**src/rtl/mmio_fifo_bank.sv**
```systemverilog
// MMIO-mapped FIFO: DATA push/pop, STATUS (flags, count, control) and non-destructive PEEK.
// Read responses are registered and return one cycle after the accepted read strobe.
module mmio_fifo_bank #(
    parameter int                 DATA_W    = 64,
    parameter int                 DEPTH     = 8,
    parameter int                 ADDR_W    = 16,
    parameter int                 TID_W     = 9,
    parameter logic [ADDR_W-1:0]  BASE_ADDR = 16'h0020
) (
    input  logic              clk,
    input  logic              rst_n,
    input  logic              wr_valid,
    input  logic [ADDR_W-1:0] wr_addr,
    input  logic [63:0]       wr_data,
    input  logic              rd_valid,
    input  logic [ADDR_W-1:0] rd_addr,
    input  logic [TID_W-1:0]  rd_tid,
    output logic              resp_valid,
    output logic [TID_W-1:0]  resp_tid,
    output logic [63:0]       resp_data,
    output logic              not_empty
);

    localparam int                PTR_W       = (DEPTH > 1) ? $clog2(DEPTH) : 1;
    localparam logic [ADDR_W-1:0] STATUS_ADDR = BASE_ADDR + ADDR_W'(2);
    localparam logic [ADDR_W-1:0] PEEK_ADDR   = BASE_ADDR + ADDR_W'(4);
    localparam logic [PTR_W-1:0]  LAST_PTR    = PTR_W'(DEPTH - 1);
    localparam logic [15:0]       DEPTH_W16   = 16'(DEPTH);

    // Non-power-of-two depth: wrap by explicit compare rather than natural overflow.
    function automatic logic [PTR_W-1:0] next_ptr(input logic [PTR_W-1:0] p);
        if (p == LAST_PTR) begin
            return {PTR_W{1'b0}};
        end else begin
            return p + PTR_W'(1);
        end
    endfunction

    logic [DATA_W-1:0] mem_r [DEPTH];
    logic [PTR_W-1:0]  rd_ptr_r;
    logic [PTR_W-1:0]  wr_ptr_r;
    logic [15:0]       count_r;
    logic              overflow_r;
    logic              underflow_r;

    logic        push_req_s, pop_req_s, status_rd_s, peek_rd_s, status_wr_s;
    logic        clear_s, flush_s, empty_s, full_s;
    logic        push_ok_s, pop_ok_s, ovf_evt_s, udf_evt_s, hit_s;
    logic [63:0] head_s, status_word_s, resp_data_nxt_s;
    logic [15:0] count_nxt_s;

    // Address decode, push/pop legality and next-state arithmetic from pre-cycle state.
    always_comb begin
        push_req_s  = wr_valid && (wr_addr == BASE_ADDR);
        status_wr_s = wr_valid && (wr_addr == STATUS_ADDR);
        pop_req_s   = rd_valid && (rd_addr == BASE_ADDR);
        status_rd_s = rd_valid && (rd_addr == STATUS_ADDR);
        peek_rd_s   = rd_valid && (rd_addr == PEEK_ADDR);
        hit_s       = pop_req_s || status_rd_s || peek_rd_s;
        clear_s     = status_wr_s && wr_data[0];
        flush_s     = status_wr_s && wr_data[1];
        empty_s     = (count_r == 16'd0);
        full_s      = (count_r == DEPTH_W16);
        // A pop on a full FIFO frees the slot the same-cycle push needs.
        push_ok_s   = push_req_s && (!full_s || pop_req_s);
        pop_ok_s    = pop_req_s && !empty_s;
        ovf_evt_s   = push_req_s && full_s && !pop_req_s;
        udf_evt_s   = pop_req_s && empty_s;

        if (empty_s) begin
            head_s = 64'd0;
        end else begin
            head_s = 64'(mem_r[rd_ptr_r]);
        end

        status_word_s          = 64'd0;
        status_word_s[47:32]   = DEPTH_W16;
        status_word_s[19]      = underflow_r;
        status_word_s[18]      = overflow_r;
        status_word_s[17]      = full_s;
        status_word_s[16]      = empty_s;
        status_word_s[15:0]    = count_r;

        if (pop_req_s || peek_rd_s) begin
            resp_data_nxt_s = head_s;
        end else if (status_rd_s) begin
            resp_data_nxt_s = status_word_s;
        end else begin
            resp_data_nxt_s = resp_data;
        end

        if (flush_s) begin
            count_nxt_s = 16'd0;
        end else begin
            case ({push_ok_s, pop_ok_s})
                2'b10:   count_nxt_s = count_r + 16'd1;
                2'b01:   count_nxt_s = count_r - 16'd1;
                default: count_nxt_s = count_r;
            endcase
        end
    end

    // Entry storage; contents are don't-care outside the live window so no reset.
    always_ff @(posedge clk) begin
        if (push_ok_s && !flush_s) begin
            mem_r[wr_ptr_r] <= wr_data[DATA_W-1:0];
        end else begin
            mem_r[wr_ptr_r] <= mem_r[wr_ptr_r];
        end
    end

    // Pointers, occupancy, sticky flags (set beats clear) and the registered response.
    always_ff @(posedge clk or negedge rst_n) begin
        if (!rst_n) begin
            rd_ptr_r    <= {PTR_W{1'b0}};
            wr_ptr_r    <= {PTR_W{1'b0}};
            count_r     <= 16'd0;
            overflow_r  <= 1'b0;
            underflow_r <= 1'b0;
            resp_valid  <= 1'b0;
            resp_tid    <= {TID_W{1'b0}};
            resp_data   <= 64'd0;
        end else begin
            if (flush_s) begin
                rd_ptr_r <= {PTR_W{1'b0}};
                wr_ptr_r <= {PTR_W{1'b0}};
            end else begin
                if (push_ok_s) begin
                    wr_ptr_r <= next_ptr(wr_ptr_r);
                end else begin
                    wr_ptr_r <= wr_ptr_r;
                end
                if (pop_ok_s) begin
                    rd_ptr_r <= next_ptr(rd_ptr_r);
                end else begin
                    rd_ptr_r <= rd_ptr_r;
                end
            end
            count_r     <= count_nxt_s;
            overflow_r  <= ovf_evt_s || (overflow_r && !clear_s);
            underflow_r <= udf_evt_s || (underflow_r && !clear_s);
            resp_valid  <= hit_s;
            if (hit_s) begin
                resp_tid <= rd_tid;
            end else begin
                resp_tid <= resp_tid;
            end
            resp_data   <= resp_data_nxt_s;
        end
    end

    assign not_empty = (count_r != 16'd0);

endmodule
```
**config.mk**
```make
export PLATFORM = sky130hd
export DESIGN_NAME = mmio_fifo_bank
export DESIGN_NICKNAME = d
export VERILOG_FILES = /design/src/rtl/mmio_fifo_bank.sv
export SDC_FILE = /design/constraint.sdc
export NUM_CORES = 1
export LEC_CHECK = 0
export BUFFER_PORTS_ARGS = -buffer_cell sky130_fd_sc_hd__clkbuf_2
export CAP_MARGIN = 25
export CORE_ASPECT_RATIO = 2
export CORE_MARGIN = 2
export CORE_UTILIZATION = 64
export CTS_CLUSTER_SIZE = 24
export DETAILED_ROUTE_END_ITERATION = 10
export GPL_ROUTABILITY_DRIVEN = 0
export HOLD_SLACK_MARGIN = 0.02
export PLACE_DENSITY = 0.93
export SYNTH_ARGS = -nofsm -noshare
export SYNTH_HDL_FRONTEND = slang
export SYNTH_SLANG_ARGS = --single-unit
```
**constraint.sdc**
```tcl
create_clock -name clk -period 13.98 [get_ports clk]
set_clock_uncertainty 0.05 [all_clocks]
set_input_delay 2.796 -clock clk [delete_from_list [all_inputs] [get_ports clk]]
set_output_delay 2.796 -clock clk [all_outputs]
set_load 0.05 [all_outputs]
```
* Yosys cells after proc, flatten, opt, wreduce, memory -nomap -nowiden *
Memories as Yosys holds them, arrays and structs flattened.
Index checks and enable logic that the tools add are counted.
Widths: inputs -> output; s select.

operators by class
  add/subtract/negate cells = 4
  mux-type cells = 15
  bitwise gates (word level) = 1
  reduce and logical (&&, ||, !) cells = 33
  equal/unequal tests = 11

operators with widths
  operator               number
  $mux 64                4
  $eq 16x6->1 const B    5
  $pmux 16 s2            1
  $mux 3                 6
  $add 16x1->16 const B  1
  $eq 16x4->1 const B    1
  $logic_not 16->1       1
  $mux 16                1
  $reduce_bool 16->1     1
  $sub 16x1->16 const B  1
  $logic_and 1x1->1      15
  $add 3x1->3 const B    2
  $eq 3x3->1 const B     2
  $logic_or 1x1->1       6
  $reduce_bool 2->1      3
  $logic_not 1->1        5
  $mux 1                 3
  $reduce_bool 3->1      1
  $eq 2x1->1 const B     1
  $eq 2x2->1 const B     1
  $reduce_and 2->1       1
  $ne 0x0->1             1
  $or 1x1->1             1

word-level totals
  memory bits (writable) = 512
  bits of input ports = 109
  output and inout port bits = 75
  memories = 1
  bits in registers = 98
  logic and storage cells = 73

memories
  memory  depth  bits a word  rd ports  clocked after memory_dff  wr ports  line  RTL
  mem_r   8      64           1         0                         1         39    logic [DATA_W-1:0] mem_r [DEPTH];

* Longest topological paths before layout *
  word-level depth = 8
  gate-level depth with buffers = 15
  mapped depth without buffers = 15

* Worst setup path before layout *
No wires, ideal clock.

  path type = input to register
  start point = input port wr_addr[7]
  end point = memory mem_r[2][0], enable pin
  data required time = 13264 ps
  path buffers = 1
  stages = 6
  setup slack = 2835 ps
  arrival = 10428 ps
  library setup time = 666 ps
  path through = nor4b_1 -> and4_1 -> nor2b_1 -> buf_2 -> o21ai_1 -> nor4b_1

between the ends
  longest elaborated chain between the ends = 8
  elaborated cells between the ends (all ways) = 13
  classes of those cells = eq/ne (2); mux (3); bitwise (1); reduce/logical (7)

ends and longest elaborated chain
  element                                                                  line      RTL
  from (decl)                                                              13        input logic [ADDR_W-1:0] wr_addr,
  $eq 16x6->1                                                              55        status_wr_s = wr_valid && (wr_addr == STATUS_ADDR);
  $logic_and 1x1->1                                                        55
  $logic_and 1x1->1                                                        61        flush_s = status_wr_s && wr_data[1];
  $logic_not 1->1                                                          105       if (push_ok_s && !flush_s) begin
  $logic_and 1x1->1 (*)                                                    105
  $mux 1 (on tied branches)                                                105, 108
  $mux 1 (not written as such) / $reduce_and 2->1 (equally long branches)  -
  $or 1x1->1 (no source line) (*)                                          -
  to (decl)                                                                39

Every way passes the cells marked *; elsewhere a longest branch is shown, timed or not.

* Worst setup path after layout *
  start point = input port rd_addr[7]
  end point = register count_r[15]

between the ends
  longest elaborated chain between the ends = 7
  elaborated cells between the ends (all ways) = 10
  classes of those cells = eq/ne (3); mux (2); reduce/logical (5)

ends and longest elaborated chain
  element                                          line  RTL
  from (decl)                                      16    input logic [ADDR_W-1:0] rd_addr,
  $eq 16x6->1 (*)                                  56    pop_req_s = rd_valid && (rd_addr == BASE_ADDR);
  $logic_and 1x1->1 (*)                            56
  $logic_or 1x1->1                                 65    push_ok_s = push_req_s && (!full_s || pop_req_s);
  $logic_and 1x1->1                                65
  $eq 2x1->1 / $eq 2x2->1 (equally long branches)  95    case ({push_ok_s, pop_ok_s})
  $pmux 16 s2                                      95
  $mux 16                                          92    if (flush_s) begin
  to (signal assigned)                             139   count_r <= count_nxt_s;
  to (decl)                                        42    logic [15:0] count_r;

Marked as above.
A chain may end at the register's enable or synchronous reset.

==> summary.md <==
| Metric | Value |
|---|---|
| Status | `finished, final reports clean` |
| Pre-Repair DR Iteration Count | `5` |
| Layout area overhead | `13.6%` |
| Crit path to | `count_r[15]$_DFFE_PN0P_` |
| Setup crit start kind | `input port` |
| Die Height | `about 280 um` |
| Ports | `roughly 180` |
| Starting DRC count in detailed routing | `around 1400` |
| Synth Area in Simple Gates | `0.0399` |
| EDFF count, synth | `slightly above 500` |
| Multiplexer share of the synthesized area | `0.153` |
| CP max FO | `14` |
| Max Cap Violations | `0` |
| CP max-delay cell | `nor2_1` |
| P per Cell Area | `129 mW/mm^2` |
| Unique masters post-synth | `56` |
| Async S/R FF share, synth | `0.161` |
| CTS clock-pin slew for the worst setup and hold paths | `around 70 ps` |
| Die W | `between 100 and 150 um` |
| Most common flop cell mapped by yosys | `edfxtp_1` |
| R2r endpoint | `count_r[15]$_DFFE_PN0P_` |
| R2R depth | `14` |
| Commonest non-fill, non-tap cells in the layout | `512 x edfxtp_1, 182 x clkbuf_2, 128 x mux4_2` |
| Number of port buffers | `between 150 and 200` |
| Starting Density | `0.645` |
| Syn Area/Cell | `approximately 19 sq um` |
| Final number of hold-violating endpoints | `0` |
| GR Util All Layers | `0.290` |
| Setup ws final | `~7000 ps` |
| Vias in the first global route | `13700` |
| Nets | `approximately 1600` |
| Dpl ws | `about 6500 ps` |
| Crit. End Element | `flip-flop` |
| Root buffer cell | `clkbuf_16` |
| Peak VDD IR | `approximately 0.00012 V` |
| Sequential area share after synthesis | `0.746` |
| Initial antenna violation count | `8` |
| Post-synth net total | `~1400` |
| H-tree Lvls | `2` |
| Area leader, netlist | `edfxtp_1` |
| Delay of the slowest critical-path stage | `~700 ps` |
| Post-route minimum period | `between 6000 and 7000 ps` |
| Full die area | `around 0.04 sq mm` |
| CTS hold repair buffers | `0` |
| Largest family of logic cells by synthesized area | `multiplexers` |
| CP Data Required Time | `14390 ps` |
| CP Cell Sequence | `clkbuf_2, nor4_2, nor3b_2, nand3_1, nor2_1, nand2_1, or3_1, inv_1, ha_1, a21oi_1, o211ai_1, a311o_1, a41oi_1, xnor2_1, a21oi_1, a311oi_1` |
| Global-route wire length before repair | `83200 um` |
| Post-DP HPWL | `~30000 um` |
| # fillers | `roughly 2000` |
| Vias per cell | `between 6 and 7` |
| Pleak | `between 9 and 10 nW` |
| Largest net degree at the start of global routing | `66` |
| Synth top area share | `0.644` |
| Max Clock Freq | `~140 MHz` |
| Wire per inst | `between 20 and 30 um` |
| Synth Area in Compound Gates | `0.0339` |
| XOR/XNOR Fraction of Synth Area | `0.00513` |
| CTS tree | `yes` |
| Grt total ovfl | `0` |
| #FFs+latches synth | `610` |
| Setup TNS Final | `0 ps` |
| Gates resized, CTS repair | `0` |
| Core area | `~0.037 sq mm` |
| Worst hold path class | `reg2reg` |
| Syn Inst Count | `between 1000 and 1500` |
| Max-slew violations | `0` |
| Clk Latency, worst-skew pair | `approximately 580 ps` |
| Period utilization | `0.499` |
| Drt total wl | `approximately 55000 um` |
| # Post-CTS Setup Buffers | `0` |
| TritonCTS Buffers | `49` |
| Setup crit start | `rd_addr[7]` |
| Slew Limit Headroom | `0.295` |
| Placed Cells incl. Taps | `1853` |
| CP arrival | `roughly 7400 ps` |
| Worst-Margin Slew | `roughly 1100 ps` |
| FF-to-FF setup slack | `around 9500 ps` |
| Adder-cell share of the synthesized area | `0.0103` |
| Row count | `100` |
| Clock Sinks | `610` |
| Post-Layout Cell Count | `1952` |
| RSZ-0062 raised after global routing | `no` |
| Critical path class | `in2reg` |
| YS warnings | `0` |
| Setup violators final | `0` |
| DRC | `0` |
| Share of cells above drive strength 1 | `0.292` |
| Hold_sp | `resp_tid[2]$_DFFE_PN0P_` |
| Min Hold Slack | `416 ps` |
| Post-Syn Area | `around 0.024 sq mm` |
| CP most frequent cell | `a21oi_1` |
| ANT nets after route | `0` |
| Commonest non-fill, non-tap cell in the layout | `edfxtp_1` |
| Main area contributors after synthesis | `edfxtp_1 64%, mux4_2 12%, dfrtp_1 10%` |
| RR Startpoint | `count_r[5]$_DFFE_PN0P_` |
| Max Buffers Root-to-Sink | `3` |
| Via Count | `13100` |
-- cell usage after synthesis (4+ instances only) --
cell type    n
nand3_1      8
buf_2       17
nor2_1      18
nand3b_1     4
xnor2_1     11
nor2b_1      4
dfrtp_1     98
nor3_1       6
and2_1       8
ha_1        18
mux4_2     128
edfxtp_1   512
o31ai_1      4
buf_1       12
clkbuf_1    29
mux2i_1     75
inv_1        8
o21ai_0     61
nor4b_1      6
nor4_1       7
a211oi_1     6
o211ai_1     5
a21o_1       5
a21oi_1     37
nand2_1    110
o22ai_1     10
-- metrics by stage --
stage               instance area (sq um)  power, mW   util
floorplan                           23900       2.02      -
global placement                    25400       2.06  0.684
detailed placement                  25400       2.06  0.685
CTS                                 27100       3.51  0.732
global route                        27100       3.58  0.733
finish                              27100       3.49  0.733
-- registers in the layout, summed over array words and instances, names as in the netlist --
name / cells
resp_data: 64
underflow_r: 1
mem_r: 512
resp_tid: 9
wr_ptr_r: 3
rd_ptr_r: 3
overflow_r: 1
resp_valid: 1
count_r: 16
-- layer usage --
metal | vias to the layer above | global-route usage | wire [um]
met5 | - | 0 | 0
met4 | 0 | 0.147 | 2890
met3 | 189 | 0.0372 | 4160
met2 | 819 | 0.502 | 29500
met1 | 6675 | 0.361 | 18800
li1 | 5406 | - | -
-- worst min path at each step --
stage | to | slack (ps) | cells after the start
after floorplan | underflow_r$_DFF_PN0_ | 400 | 2
after global placement | resp_tid[7]$_DFFE_PN0P_ | 400 | 2
after detailed placement | resp_tid[2]$_DFFE_PN0P_ | 400 | 2
after CTS | resp_tid[2]$_DFFE_PN0P_ | 420 | 2
after global routing | resp_tid[3]$_DFFE_PN0P_ | 440 | 2
final | resp_tid[2]$_DFFE_PN0P_ | 420 | 2
-- power breakdown --
| group | total, mW | switching [mW] | internal (mW) |
|---|---|---|---|
| Sequential | 1.97 | 0.000992 | 1.97 |
| Clock | 1.47 | 0.626 | 0.846 |
| Combinational | 0.0505 | 0.0363 | 0.0142 |
-- cell type report --
class	count	area, sq um	share of cell area
diodes	8	20.0	0.000737
clock inverters	24	337	0.0124
clock buffers	66	1380	0.0509
well taps	459	574	0.0212
flip-flops and latches	610	17800	0.657
multi-input cells	570	5820	0.215
repair buffers	207	1140	0.0419
inverters	8	30.0	0.00111
-- kinds of logic after synthesis --
kind of cell	count (synthesis)
adder cells (fa/ha/maj)	19
AO/OA/AOI/OAI	141
multiplexers	204
buffers and inverters	68
AND/OR/NAND/NOR	192
flip-flops	610
XOR/XNOR	14
-- critical path: cells and delay by family --
| family | cells | cell delay (ps) |
|---|---|---|
| buffers and inverters | 2 | 470 |
| xor gates and xnor gates | 1 | 180 |
| and+or+nand+nor | 6 | 2000 |
| AOI/OAI and AO/OA | 6 | 1550 |
| adders and majority gates | 1 | 380 |
Power figures use the tool's default switching activity.
